### src/rtl/alarm_pkg.sv
// alarm_pkg: shared types and constants for the alarm controller slice
package alarm_pkg;
  localparam int CYCLES_PER_SEC_DEFAULT = 27_000_000;
  localparam int TIMER_W = 4;
  typedef enum logic {
    IDLE = 1'b0,
    RUN  = 1'b1
  } state_t;
  typedef enum logic [1:0] {
    ARM_DELAY       = 2'd0,
    DRIVER_DELAY    = 2'd1,
    PASSENGER_DELAY = 2'd2,
    ALARM_ON        = 2'd3
  } interval_sel_t;
endpackage

### src/rtl/one_hz_divider.sv
// one_hz_divider: free-running seconds divider with synchronous phase restart
module one_hz_divider #(
  parameter int CYCLES_PER_SEC = alarm_pkg::CYCLES_PER_SEC_DEFAULT
) (
  input  logic clk,
  input  logic reset,
  input  logic restart,
  output logic tick
);
  localparam int CW = $clog2(CYCLES_PER_SEC);
  logic [CW-1:0] cnt_q, cnt_d;
  logic wrap;
  assign wrap = cnt_q == CW'(CYCLES_PER_SEC - 1);
  // a restart re-phases the divider, so the wrap it overrides is not a tick
  assign tick = wrap && !restart;
  // count 0..CYCLES_PER_SEC-1, wrapping or snapping back to 0 on restart
  always_comb cnt_d = (restart || wrap) ? '0 : cnt_q + 1'b1;
  // divider count register
  always_ff @(posedge clk) begin
    if (reset) cnt_q <= '0;
    else cnt_q <= cnt_d;
  end
endmodule

### src/rtl/countdown_timer.sv
// countdown_timer: counts a loaded interval down in seconds and pulses expired
module countdown_timer
  import alarm_pkg::*;
#(
  parameter int CYCLES_PER_SEC = CYCLES_PER_SEC_DEFAULT,
  parameter int W = TIMER_W
) (
  input  logic         clk,
  input  logic         reset,
  input  logic         start_timer,
  input  logic         abort,
  input  logic [W-1:0] value,
  output logic         busy,
  output logic         expired,
  output logic [W-1:0] remaining,
  output logic         one_hz
);
  state_t state_q, state_d;
  logic busy_q, busy_d, expired_q, expired_d, one_hz_q, one_hz_d;
  logic [W-1:0] remaining_q, remaining_d;
  logic tick;
  one_hz_divider #(.CYCLES_PER_SEC(CYCLES_PER_SEC)) u_div (
    .clk(clk),
    .reset(reset),
    .restart(start_timer),
    .tick(tick)
  );
  // next state: start beats abort beats tick; expired is a one-cycle pulse
  always_comb begin
    state_d = state_q;
    busy_d = busy_q;
    expired_d = 1'b0;
    remaining_d = remaining_q;
    one_hz_d = tick;
    if (start_timer) begin
      state_d = (value != '0) ? RUN : IDLE;
      busy_d = value != '0;
      expired_d = value == '0;
      remaining_d = value;
    end else if (abort && state_q == RUN) begin
      state_d = IDLE;
      busy_d = 1'b0;
      remaining_d = '0;
    end else if (tick && state_q == RUN && remaining_q != '0) begin
      remaining_d = remaining_q - 1'b1;
      state_d = (remaining_q == W'(1)) ? IDLE : RUN;
      busy_d = remaining_q != W'(1);
      expired_d = remaining_q == W'(1);
    end
  end
  // registered state and outputs
  always_ff @(posedge clk) begin
    if (reset) begin
      state_q <= IDLE;
      busy_q <= 1'b0;
      expired_q <= 1'b0;
      remaining_q <= '0;
      one_hz_q <= 1'b0;
    end else begin
      state_q <= state_d;
      busy_q <= busy_d;
      expired_q <= expired_d;
      remaining_q <= remaining_d;
      one_hz_q <= one_hz_d;
    end
  end
  assign busy = busy_q;
  assign expired = expired_q;
  assign remaining = remaining_q;
  assign one_hz = one_hz_q;
endmodule

### config.mk
export PLATFORM = sky130hd
export DESIGN_NAME = countdown_timer
export DESIGN_NICKNAME = d
export VERILOG_FILES = /design/src/rtl/alarm_pkg.sv /design/src/rtl/one_hz_divider.sv /design/src/rtl/countdown_timer.sv
export SDC_FILE = /design/constraint.sdc
export NUM_CORES = 1
export LEC_CHECK = 0
export BUFFER_PORTS_ARGS = -buffer_cell sky130_fd_sc_hd__buf_2
export CORE_MARGIN = 2
export CORE_UTILIZATION = 58
export CTS_CLUSTER_SIZE = 20
export DETAILED_ROUTE_END_ITERATION = 12
export HOLD_SLACK_MARGIN = 0.02
export PLACE_DENSITY_LB_ADDON = 0.2
export SETUP_SLACK_MARGIN = 0.3
export SYNTH_ARGS = -nofsm -noshare
export SYNTH_HDL_FRONTEND = slang
export SYNTH_HIERARCHICAL = 1
export SYNTH_SLANG_ARGS = --single-unit
### constraint.sdc
create_clock -name clk -period 5.2 [get_ports clk]
set_input_delay 1.56 -clock clk [delete_from_list [all_inputs] [get_ports clk]]
set_output_delay 1.56 -clock clk [all_outputs]
set_load 0.02 [all_outputs]
==> results.ini <==
[run_status]
outcome=completed

[pwr]
p_leak_nw=0.641
p_clk_frac=0.330
pwr-share-seq=0.582
ir_drop_mv=0.159
cell_internal_pwr_mw=0.330
switching_share=0.241
p_per_area_nw_per_um2=245
comb_power_share=0.088
p_sw_mw=0.105

[layout]
final_cell_mix=dfxtp_1 (32), nor2_1 (21), nand4_1 (14), buf_2 (14), a21oi_1 (11)
layout-drive-gt1-share=0.153
layout_commonest_cell=dfxtp_1
final_nets=213
n_antenna_cell=0
syn2layout_area_growth_pct=8.47

[worst_setup_path]
arrival_ns=3.11
cp_max_fo=10
crit_path_top_delay_cell=nor4_1
crit_chain=buf_2 -> nor4_1 -> and2_1 -> a21oi_1 -> a221oi_1
crit_buf_inv=1
path_delay_family=simple AND/OR/NAND/NOR gates
crit_path_start_kind=primary input
crit_path_end_kind=register
crit_type=primary input to register
crit_path_max_incr_delay_ns=0.60
critPathRequiredTime_ns=5.43

[route]
drc=0
drtIter0Drc=81
num_vias=1436
viasPerCell=6.14
route.detailed.wl_per_inst_microns=14.6
drt-pass1-iter-count=4
antenna_left=0
drt-total-wl_mm=3.41

[sta]
fin_skew_ns=0.00691
fmax_ghz=0.347
slew_viol_final=0
layout_min_cycle_time_ns=2.88
hold_viol_final=0
finalCritPeriodShare=0.554
fin_tns_setup_ns=0
setup_ws_ns=2.32
setup_violations=0
rsz0062_at_grt=false
tightest_slew_ns=0.638
slew_headroom=0.570

[die]
die_h_microns=57.2
die_w_microns=57.2
io_pins=15
core.rowCount=19
dieArea_sq_um=3270
initial_utilization=0.605
core_area_sq_um=2710

[synthesis]
ys_types=43
async_reset_ff_frac=0
netlist_area_sq_um=1640
synth_edf_count=0
synth_ff_type=dfxtp_1
synthCells=188
syn_avg_cell_area_sq_um=8.72
synth_seq_area_share=0.391
ys_seq_elements=32
synth_fp_nets=199
yosys_warnings=6

[global_route]
grt_pass1_wl_mm=5.81
grt_max_degree=26
grt_pass1_vias=1323
grtUsageTotal=0.224
grt-ovfl-total=0
antenna_found_initial=0

[placed_design]
port-buffer-count=14
place_ws_ns=2.00
gp_congestion=0.919
dp_hpwl_mm=2.53

[cts]
cts_tree=done
numClockSinks=32
cts_buffers=5
clock-root-buffer=clkbuf_4
postCtsHoldBufs=0
clk_pin_slew_worst_paths_ns=0.09
clockBufferDepth=2
cts_setup_buffers=0
clk_latency_ns=0.32
h-tree-depth=2
post_cts_resized=0

[flow_run]
maxCapViolCount=0

[worst_hold_path]
hold_class=register to register

-- routing by layer --
layer	vias up	wire [microns]	global-route usage
met5	-	0	0
met4	0	59	0.0930
li1	717	-	-
met3	8	216	0.0590
met1	674	1540	0.291
met2	37	1590	0.356
-- worst reg2reg max path, cell delays in order, from the launching register on --
cell	delay [ns]
dfxtp_1	0.44
and4_2	0.35
nand2_1	0.16
or3b_2	0.49
nor4_1	0.50
and2_1	0.35
a21oi_1	0.14
a221oi_1	0.31
-- through the flow --
step | power (mW) | util | hold WS (ns) | cells | area (sq um)
4_1_cts | 0.440 | 0.656 | 0.489 | 234 | 1780
2_1_floorplan | 0.285 | - | 0.426 | 188 | 1640
5_1_grt | 0.457 | 0.656 | 0.501 | 234 | 1780
3_5_place_dp | 0.297 | 0.634 | 0.473 | 226 | 1720
6_report | 0.435 | 0.656 | 0.486 | 234 | 1780
3_3_place_gp | 0.294 | 0.634 | 0.438 | 226 | 1720
-- flip-flops by register name (all words and copies together), names as in the netlist --
register / cells
remaining: 4
one_hz: 1
u_div/cnt_q: 25
state_q: 1
expired: 1
-- cell usage after synthesis, drive strengths merged (2+ instances only) --
master  number  area, sq um
nand4       16          113
a21o         2         15.0
and4         3         27.5
or4          4         33.8
buf          5         25.0
nand3b       2         15.0
and3         4         25.0
ha           3         37.5
nor3         2         10.0
nor2b        2         12.5
clkbuf       3         11.3
dfxtp       32          641
nor2        21         78.8
a21oi       12         63.8
or3b         2         20.0
xnor2        5         43.8
a211oi       2         15.0
or3          6         37.5
inv          9         33.8
o21ai        6         30.0
o31ai        3         22.5
and2         3         18.8
nand3        7         35.0
a221oi       2         23.8
nand2       10         37.5
xor2         9         78.8
nor4         3         18.8
-- power by group through the flow --
stage | Combinational, mW | Sequential, mW | Clock (mW)
after floorplan | 0.0234 | 0.261 | 0
after global placement | 0.0359 | 0.258 | 0
after global routing | 0.0420 | 0.254 | 0.162
final | 0.0384 | 0.253 | 0.144
after detailed placement | 0.0381 | 0.259 | 0
after CTS | 0.0382 | 0.253 | 0.149
-- logic make-up after synthesis --
logic type               Yosys count  share of synthesized area
multiplexers                       1                    0.00611
adder cells (fa/ha/maj)            3                     0.0229
AO/OA/AOI/OAI                     34                      0.156
XOR/XNOR                          14                     0.0748
AND/OR/NAND/NOR                   87                      0.307
flip-flops                        32                      0.391
buffers and inverters             17                     0.0427
-- path summary, 6_finish.rpt --
kind	cells after the start	slack (ns)	end	startpoint
worst min register to register	1	0.49	u_div/cnt_q[0]	u_div/cnt_q[0]
worst max-delay path	5	2.32	remaining[2]	start_timer
worst min-delay path	1	0.49	u_div/cnt_q[0]	u_div/cnt_q[0]
worst max register to register	7	2.39	remaining[2]	u_div/cnt_q[2]
-- cell type report --
type	count	area (sq um)
fillers	226	932
clock buffers	8	58.8
well taps	31	38.8
inverters	9	33.8
repair buffers	15	77.6
flip-flops and latches	32	641
multi-input cells	139	928
No activity file was read; power rests on OpenSTA's default activity.
